$ cat config.mk
export PLATFORM = sky130hd
export DESIGN_NAME = fft_seq_ctrl
export DESIGN_NICKNAME = d
export VERILOG_FILES = /design/src/rtl/fft_pkg.sv /design/src/rtl/fft_seq_delay.sv /design/src/rtl/fft_seq_ctrl.sv
export SDC_FILE = /design/constraint.sdc
export NUM_CORES = 1
export LEC_CHECK = 0
export BUFFER_PORTS_ARGS = -buffer_cell sky130_fd_sc_hd__buf_4
export CORE_ASPECT_RATIO = 0.7
export CORE_MARGIN = 5
export CORE_UTILIZATION = 57
export CTS_CLUSTER_SIZE = 25
export DETAILED_ROUTE_END_ITERATION = 7
export GPL_TIMING_DRIVEN = 0
export PLACE_DENSITY_LB_ADDON = 0.05
export REMOVE_ABC_BUFFERS = 1
export SLEW_MARGIN = 0
export SYNTH_ARGS = -nofsm -noshare
export SYNTH_HDL_FRONTEND = slang
export SYNTH_SLANG_ARGS = --single-unit
$ cat constraint.sdc
create_clock -name i_clk -period 4.4 [get_ports i_clk]
set_clock_uncertainty 0.1 [all_clocks]
set_input_delay 0.44 -clock i_clk [delete_from_list [all_inputs] [get_ports i_clk]]
set_output_delay 0.44 -clock i_clk [all_outputs]
set_load 0.01 [all_outputs]
$ cat src/rtl/fft_pkg.sv
// Shared definitions for the FFT sequencer: integer log2 helper,
// the fixed AGU latency and the controller state encoding.
package fft_pkg;

    // The address generation unit takes this many cycles to turn (stage, pair) into addresses.
    localparam int AGU_LATENCY = 2;

    typedef enum logic [2:0] {
        ST_IDLE  = 3'd0,
        ST_RUN   = 3'd1,
        ST_DRAIN = 3'd2,
        ST_FLUSH = 3'd3,
        ST_DONE  = 3'd4
    } fft_state_e;

    // Smallest r with 2**r >= n.
    function automatic int fft_log2(input int n);
        int r;
        r = 0;
        for (int i = 0; i < 31; i++) begin
            if ((32'sd1 <<< i) < n) r = i + 1;
        end
        return r;
    endfunction

endpackage

$ cat src/rtl/fft_seq_delay.sv
// Fixed-depth shift register carrying a valid bit and a payload.
// Depth is at least 1; every stage clears on reset so nothing
// in flight survives an abort.
module fft_seq_delay #(
    parameter int WIDTH = 1,
    parameter int DEPTH = 1
) (
    input  logic             i_clk,
    input  logic             i_rst,
    input  logic             i_valid,
    input  logic [WIDTH-1:0] i_data,
    output logic             o_valid,
    output logic [WIDTH-1:0] o_data
);

    logic [DEPTH-1:0]            r_valid;
    logic [DEPTH-1:0][WIDTH-1:0] r_data;

    // Shift valid and payload one stage per clock.
    always_ff @(posedge i_clk or posedge i_rst) begin
        if (i_rst) begin
            r_valid <= '0;
            r_data  <= '0;
        end else begin
            r_valid[0] <= i_valid;
            r_data[0]  <= i_data;
            for (int i = 1; i < DEPTH; i++) begin
                r_valid[i] <= r_valid[i-1];
                r_data[i]  <= r_data[i-1];
            end
        end
    end

    assign o_valid = r_valid[DEPTH-1];
    assign o_data  = r_data[DEPTH-1];

endmodule

$ cat src/rtl/fft_seq_ctrl.sv
// Sequencer for the in-place radix-2 FFT datapath.
// Walks every (stage, pair_id), aligns read strobes with the AGU output
// and produces delayed write-back strobes/addresses after the butterfly.
// Optional macro FFT_SEQ_STAGE_GAP_EN: drain the pipeline between stages
// so a single-port in-place memory never sees read-after-write hazards.
//
// state    | meaning
// ---------+----------------------------------------------------------
// ST_IDLE  | waiting for start
// ST_RUN   | one (stage, pair) issue per cycle
// ST_DRAIN | between stages, wait for in-flight = 0 (gap build only)
// ST_FLUSH | all issued, wait for the last write-back
// ST_DONE  | one-cycle done pulse, then back to idle
module fft_seq_ctrl
    import fft_pkg::*;
#(
    parameter int N            = 8,
    parameter int BFLY_LATENCY = 3
) (
    input  logic                     i_clk,
    input  logic                     i_rst,
    input  logic                     i_start,
    output logic                     o_busy,
    output logic                     o_done,
    output logic [fft_log2(N)-1:0]   o_stage,
    output logic [fft_log2(N)-2:0]   o_pair_id,
    input  logic [fft_log2(N)-1:0]   i_agu_addr1,
    input  logic [fft_log2(N)-1:0]   i_agu_addr2,
    output logic                     o_rd_en,
    output logic [fft_log2(N)-2:0]   o_tw_addr,
    output logic                     o_wr_en,
    output logic [fft_log2(N)-1:0]   o_wr_addr1,
    output logic [fft_log2(N)-1:0]   o_wr_addr2
);

    localparam int LOG2N  = fft_log2(N);
    localparam int PAIR_W = LOG2N - 1;
    localparam int CNT_W  = $clog2(AGU_LATENCY + BFLY_LATENCY + 1);

    localparam logic [LOG2N-1:0]  LAST_STAGE = LOG2N'(LOG2N - 1);
    localparam logic [PAIR_W-1:0] LAST_PAIR  = PAIR_W'(N / 2 - 1);

    fft_state_e          r_state;
    logic [LOG2N-1:0]    r_stage;
    logic [PAIR_W-1:0]   r_pair;
    logic [CNT_W-1:0]    r_inflight;

    logic                w_issue;
    logic                w_last_pair;
    logic                w_last_stage;
    logic                w_drained;
    logic [CNT_W-1:0]    w_inflight_nxt;
    logic [LOG2N-1:0]    w_tw_shift;
    logic [PAIR_W-1:0]   w_tw;
    logic                w_rd_en;
    logic                w_wr_en;
    logic [2*LOG2N-1:0]  w_wr_addrs;

    assign w_issue      = (r_state == ST_RUN);
    assign w_last_pair  = (r_pair == LAST_PAIR);
    assign w_last_stage = (r_stage == LAST_STAGE);
    // Looking at the next count lets FLUSH/DRAIN leave in the same cycle as the final wr_en.
    assign w_drained    = (w_inflight_nxt == '0);

    // Twiddle index: pair_id with its low (LOG2N-1-stage) bits cleared.
    always_comb begin
        w_tw_shift = LOG2N'(PAIR_W) - r_stage;
        w_tw       = r_pair & ({PAIR_W{1'b1}} << w_tw_shift);
    end

    // Next in-flight count: +1 per issue, -1 per write-back.
    always_comb begin
        w_inflight_nxt = r_inflight;
        if (w_issue && !w_wr_en) begin
            w_inflight_nxt = r_inflight + CNT_W'(1);
        end else if (!w_issue && w_wr_en) begin
            w_inflight_nxt = r_inflight - CNT_W'(1);
        end
    end

    // In-flight counter register.
    always_ff @(posedge i_clk or posedge i_rst) begin
        if (i_rst) r_inflight <= '0;
        else       r_inflight <= w_inflight_nxt;
    end

    // Sequencing FSM; stage/pair only move on an issue or a new transform.
    always_ff @(posedge i_clk or posedge i_rst) begin
        if (i_rst) begin
            r_state <= ST_IDLE;
            r_stage <= '0;
            r_pair  <= '0;
        end else begin
            case (r_state)
                ST_IDLE: begin
                    if (i_start) begin
                        r_state <= ST_RUN;
                        r_stage <= '0;
                        r_pair  <= '0;
                    end
                end
                ST_RUN: begin
                    if (w_last_pair) begin
                        if (w_last_stage) begin
                            r_state <= ST_FLUSH;
                        end else begin
`ifdef FFT_SEQ_STAGE_GAP_EN
                            r_state <= ST_DRAIN;
`else
                            r_stage <= r_stage + LOG2N'(1);
                            r_pair  <= '0;
`endif
                        end
                    end else begin
                        r_pair <= r_pair + PAIR_W'(1);
                    end
                end
`ifdef FFT_SEQ_STAGE_GAP_EN
                ST_DRAIN: begin
                    if (w_drained) begin
                        r_state <= ST_RUN;
                        r_stage <= r_stage + LOG2N'(1);
                        r_pair  <= '0;
                    end
                end
`endif
                ST_FLUSH: begin
                    if (w_drained) r_state <= ST_DONE;
                end
                ST_DONE: begin
                    r_state <= ST_IDLE;
                end
                default: begin
                    r_state <= ST_IDLE;
                end
            endcase
        end
    end

    fft_seq_delay #(
        .WIDTH (PAIR_W),
        .DEPTH (AGU_LATENCY)
    ) u_rd_dly (
        .i_clk   (i_clk),
        .i_rst   (i_rst),
        .i_valid (w_issue),
        .i_data  (w_tw),
        .o_valid (w_rd_en),
        .o_data  (o_tw_addr)
    );

    fft_seq_delay #(
        .WIDTH (2 * LOG2N),
        .DEPTH (BFLY_LATENCY)
    ) u_wr_dly (
        .i_clk   (i_clk),
        .i_rst   (i_rst),
        .i_valid (w_rd_en),
        .i_data  ({i_agu_addr1, i_agu_addr2}),
        .o_valid (w_wr_en),
        .o_data  (w_wr_addrs)
    );

    assign o_busy     = (r_state == ST_RUN) || (r_state == ST_DRAIN) || (r_state == ST_FLUSH);
    assign o_done     = (r_state == ST_DONE);
    assign o_stage    = r_stage;
    assign o_pair_id  = r_pair;
    assign o_rd_en    = w_rd_en;
    assign o_wr_en    = w_wr_en;
    assign o_wr_addr1 = w_wr_addrs[2*LOG2N-1:LOG2N];
    assign o_wr_addr2 = w_wr_addrs[LOG2N-1:0];

endmodule

# Yosys cells after proc, flatten, opt, wreduce, memory -nomap -nowiden
# Cells that the tools add are included.
# W data, S select, Z words.
# op_classes
n_addsub	5
n_eq_ne	12
n_shift	1
mux	15
bitwise	1
n_reduce_logical	12
# op_table
operator	n
$mux W3	9
$ne A2 B2 Y1 const B	5
$eq A3 B2 Y1 const B	3
$pmux W3 S3	1
$reduce_and A4 Y1	2
$add A3 B1 Y3 const B	2
$logic_not A3 Y1	2
$mux W2	3
$pmux W3 S2	1
$pmux W2 S2	1
$eq A3 B1 Y1 const B	1
$eq A3 B3 Y1 const B	1
$ne A3 B3 Y1 const B	1
$reduce_and A3 Y1	1
$shl A2 B3 Y2 const A	1
$sub A2 B3 Y3 const A	1
$sub A3 B1 Y3 const B	1
$add A2 B1 Y2 const B	1
$and A2 B2 Y2	1
$eq A2 B2 Y1 const B	1
$logic_and A1 B1 Y1	2
$logic_not A1 Y1	2
$logic_or A1 B1 Y1	2
$reduce_bool A2 Y1	1
# word_totals
regBits	38
in_bits	9
output_inout_bits	17
wordCells	57

# Depth between registers and ports, before layout
# depth
word_depth	8
mapped_depth	7
depth_no_buf	6

# By module
# Synthesis repeated with hierarchy kept, for this count alone.
# hier_totals
hier_cells	110
hier_area_um2	1421.4
# modules_own_cells
mod	n_inst	cells_per_inst	area_per_inst_um2	seq_area_each_um2
fft_seq_ctrl	1	73	678.2	275.3
fft_seq_delay (u_wr_dly)	1	28	574.3	525.5
fft_seq_delay (u_rd_dly)	1	9	168.9	150.1

# Worst setup path before layout
# Ideal clock, no wire load.
# synth_timing
path_kind	reg2reg
start	reg r_inflight[0]
end	reg r_state[1]
arrival_time_ns	1.646
required_ns	4.172
setup_slack_ns	2.526
stages_incl_launch_ff	8
synth_period_minus_slack_ns	1.874
path_cell_list	dfrtp_1 -> clkbuf_1 -> inv_1 -> ha_1 -> or2_2 -> mux2i_1 -> a221o_1 -> o211ai_2
# synth_between
elab_chain_len	6
elab_cells_between_ends	7
# synth_rtl
item	line_no	source
from (decl)	fft_seq_ctrl.sv:46	logic [CNT_W-1:0] r_inflight;
from (signal assigned)	fft_seq_ctrl.sv:84	else r_inflight <= w_inflight_nxt;
$sub A3 B1 Y3	fft_seq_ctrl.sv:77	w_inflight_nxt = r_inflight - CNT_W'(1);
$mux W3	fft_seq_ctrl.sv:76	end else if (!w_issue && w_wr_en) begin
$mux W3 *	fft_seq_ctrl.sv:74	if (w_issue && !w_wr_en) begin
$logic_not A3 Y1 *	fft_seq_ctrl.sv:63	assign w_drained = (w_inflight_nxt == '0);
$ne A2 B2 Y1 (no source line) *	-	
$reduce_and A4 Y1 (no source line) *	-	
to (signal assigned)	fft_seq_ctrl.sv:90	r_state <= ST_IDLE;
to (signal assigned)	fft_seq_ctrl.sv:97	r_state <= ST_RUN;
to (signal assigned)	fft_seq_ctrl.sv:105	r_state <= ST_FLUSH;
to (decl)	fft_seq_ctrl.sv:43	fft_state_e r_state;
# Mark *: on every way between the ends. The rest lies on a longest branch, timed or not.
# A chain may end at the register's enable or synchronous reset.

# Worst setup path in the final report
# layout_timing
start	reg r_stage[0] (netlist: o_stage[0])
end	reg r_stage[1] (netlist: o_stage[1])
# layout_between
elab_chain_len	4
elab_cells_between_ends	7
# layout_rtl
item	line_no	source
from (decl)	fft_seq_ctrl.sv:44	logic [LOG2N-1:0] r_stage;
from (signal assigned)	fft_seq_ctrl.sv:110	r_stage <= r_stage + LOG2N'(1);
$add A3 B1 Y3	fft_seq_ctrl.sv:110	
$mux W3	fft_seq_ctrl.sv:104	if (w_last_stage) begin
$mux W3	fft_seq_ctrl.sv:103	if (w_last_pair) begin
$pmux W3 S2	fft_seq_ctrl.sv:94	case (r_state)
# Parallel ways exist; a longest one is shown, timed or not. The select of a mux whose other input is x is not followed.

==> results.cfg <==
[run_status]
run_status = finished, final reports clean

[synth]
synthDominantCellAreaShare_pct = 66.03
synth.distinct_cells = 34
post_synthesis_sequential_element_count = 38
syn-cell-area_um2 = 1440
synth_async_sr_flop_share_pct = 100.0
avgSynthCellArea_um2 = 13.46
yosys.area.top_type = dfrtp_1
synth_seq_area_share_pct = 66.03
synth.area.top_cells = dfrtp_1 66%, ha_1 4.3%, buf_4 4.2%
yosys_most_used_dff = dfrtp_1
synth_cells = 107
post_synth_edffs = 0
synthesis.yosys.warnings = 0

[power]
power.static_leakage_uw = 0.0008304
irDropWorstVdd_v = 0.0003612
p_per_area_nw_per_um2 = 675.8

[sta]
achievable-frequency_mhz = 435.4
max_slew.worst_pin.slew_ps = 868.8
tns_ps = 0
final_critical_path_time_including_i_o_delays_and_setup_ps = 2297
relSlewSlack_pct = 40.58
setup_viol_count_final = 0
number_of_endpoints_with_negative_hold_slack_in_the_final_report = 0
fin_crit_sh_pct = 52.20
rsz0062_at_grt = no
final_max_slew_viol_count = 0

[layout]
fillers = 187
layout_commonest_cell = dfrtp_1
fin_util_pct = 69.74
layout.cells.most_common_list = 38 x dfrtp_1, 25 x buf_4, 7 x nor2_1
layoutNonFillerInstCount = 164
area_growth_syn_to_layout_pct = 18.16
final_nets = 143
antenna_cells_inserted = 0
post_route_cells_drive_above_1_share_pct = 30.00

[cts]
cts_tree = built
cts_hold_buf = 0
cts_setup_buffers = 0
tritoncts_buffer_count = 5
cts_root_buf = clkbuf_4
clkSlewWorstSetupHoldPaths_ps = 110
clock_latency_ps = 330
max-clock-path-buffers = 2
postCtsResizedCells = 0
clock_sink_count = 38
cts.htree.levels = 2

[floorplanning]
floorplan.rows = 15
core_region_area_um2 = 2440
die_y_um = 52.06
horizontal_extent_of_the_die_um = 70.08
initial_utilization_pct = 59.03
ioPinCount = 26
floorplan.die_area_um2 = 3648

[setup_path]
setup.worst_path.start_class = flip-flop
worstSetupPathType = flip-flop to flip-flop
endpoint_kind = flip-flop
setup.worst_path.start = o_stage[0]$_DFFE_PP0P_
worst_setup_path_endpoint = o_stage[1]$_DFFE_PP0P_
crit-reg2reg-capture = o_stage[1]$_DFFE_PP0P_
crit_fanout = 5
cp_cell_sequence = inv_1 > ha_1 > nor2b_1 > a2111oi_0 > nand3_1 > o21ai_0
slowest_stage_delay_cp_ps = 800
r2r-start = o_stage[0]$_DFFE_PP0P_
timing.critical_path.required_ps = 4550
worst_case_register_to_register_setup_slack_ps = 2100
ff2ff_path_depth = 6
slowest_stage = a2111oi_0
worst_ep_arrival_ps = 2450

[job]
maxcap_violations = 0

[global_route]
antenna_found_initial = 0
grt-ovfl-total = 0
gr-usage-all-layers_pct = 14.53
grt_pass1_vias = 840
maximum_number_of_pins_on_one_net_before_global_route_repair = 39
first_pass_grt_wire_length_um = 3939

[route]
first_pass_iters = 4
vias_per_cell = 4.994
dr_total_vias = 819
routedWlPerCell_um = 12.86
drt-initial-drc-count = 42
antenna_violating_nets_post_route = 0
drcViolationCount = 0
drt_wl_total_um = 2109

[min_path]
worstHoldPathType = input port to flip-flop

[placement]
detailed_place_hpwl_um = 1403
rd_place_congestion = 0.7931
place.port_buffers = 25
dpl.cell_count = 156
==> flip-flops by register name (all words and copies together) (netlist names) <==
name / flops
o_stage: 3
u_rd_dly.r_valid: 2
o_pair_id: 2
r_state: 3
u_wr_dly.r_valid: 3
r_inflight: 3
u_rd_dly.o_data: 2
u_rd_dly.r_data: 2
u_wr_dly.r_data: 12
u_wr_dly.o_data: 6
==> logic make-up after synthesis <==
| logic type | synth area share [%] |
|---|---|
| DFF | 66.03 |
| muxes | 2.172 |
| xor gates and xnor gates | 3.563 |
| adders and majority gates | 4.344 |
| and+or+nand+nor | 8.862 |
| AOI/OAI and AO/OA | 8.515 |
| buffers and inverters | 6.516 |
==> synth_stat cells, types with 2 or more instances <==
| cell | number |
|---|---|
| a21oi_1 | 2 |
| and2_1 | 2 |
| buf_4 | 8 |
| dfrtp_1 | 38 |
| ha_1 | 5 |
| inv_1 | 5 |
| mux2i_1 | 2 |
| nand2_1 | 3 |
| nand2b_1 | 2 |
| nand3_1 | 2 |
| nor2_1 | 7 |
| nor2b_1 | 2 |
| nor3_1 | 2 |
| o21ai_0 | 5 |
| xor2_1 | 3 |
==> routing by layer <==
metal  track usage (%)  wire length [µm]  part of all wire (%)  up-vias
met5                 0                 0                     0        -
met4             4.777                27                   1.3        0
met3             6.371               120                   5.7        5
met2             22.10               975                    46       22
met1             18.83               984                    47      393
li1                  -                 -                     -      399
==> metrics by stage <==
stage               cell area, µm²  power [µW]  hold slack (ps)  setup WS, ps
finish                        1702        1150            99.40          2103
global route                  1702        1241            61.27          2091
CTS                           1702        1161            83.53          2231
detailed placement            1595       864.9            237.0          2277
global placement              1595       853.4            231.2          2264
floorplan                     1365       746.9            231.2          2537
==> report_power, final <==
group	switching [µW]	internal [µW]	total, µW
Clock	111	178	289
Sequential	70.3	428	498
Combinational	187	176	363
Total	368	782	1150
==> how the worst min path moves through the flow <==
stage                                              from                             to  slack (ps)  depth (start not counted)
final                                    i_agu_addr1[2]   u_wr_dly.r_data[5]$_DFF_PP0_         100                          1
after global placement    u_wr_dly.r_valid[1]$_DFF_PP0_  u_wr_dly.r_valid[2]$_DFF_PP0_         230                          0
after floorplan            u_rd_dly.r_data[0]$_DFF_PP0_   u_rd_dly.o_data[0]$_DFF_PP0_         230                          0
after CTS                                i_agu_addr2[0]   u_wr_dly.r_data[0]$_DFF_PP0_          80                          1
after global routing                     i_agu_addr1[0]   u_wr_dly.r_data[3]$_DFF_PP0_          60                          1
after detailed placement   u_wr_dly.r_data[3]$_DFF_PP0_   u_wr_dly.r_data[9]$_DFF_PP0_         240                          0
==> critical path: cells and delay by family, from the launching register on <==
kind / cells / cell delay [ps]
flops: 1 / 440
compound gates: 2 / 1010
fa+ha+maj: 1 / 190
buf+inv: 1 / 80
simple gates: 2 / 390
==> cell type report <==
cell class / instances / area, µm² / area share (%)
multi-input combinational: 54 / 395.4 / 23.24
sequential: 38 / 950.9 / 55.88
clock buffer: 5 / 37.54 / 2.206
timing repair buffer: 25 / 187.7 / 11.03
inverter: 5 / 18.77 / 1.103
clock inverter: 3 / 68.82 / 4.044
tap: 34 / 42.54 / 2.500
Power figures use the tool's default switching activity.
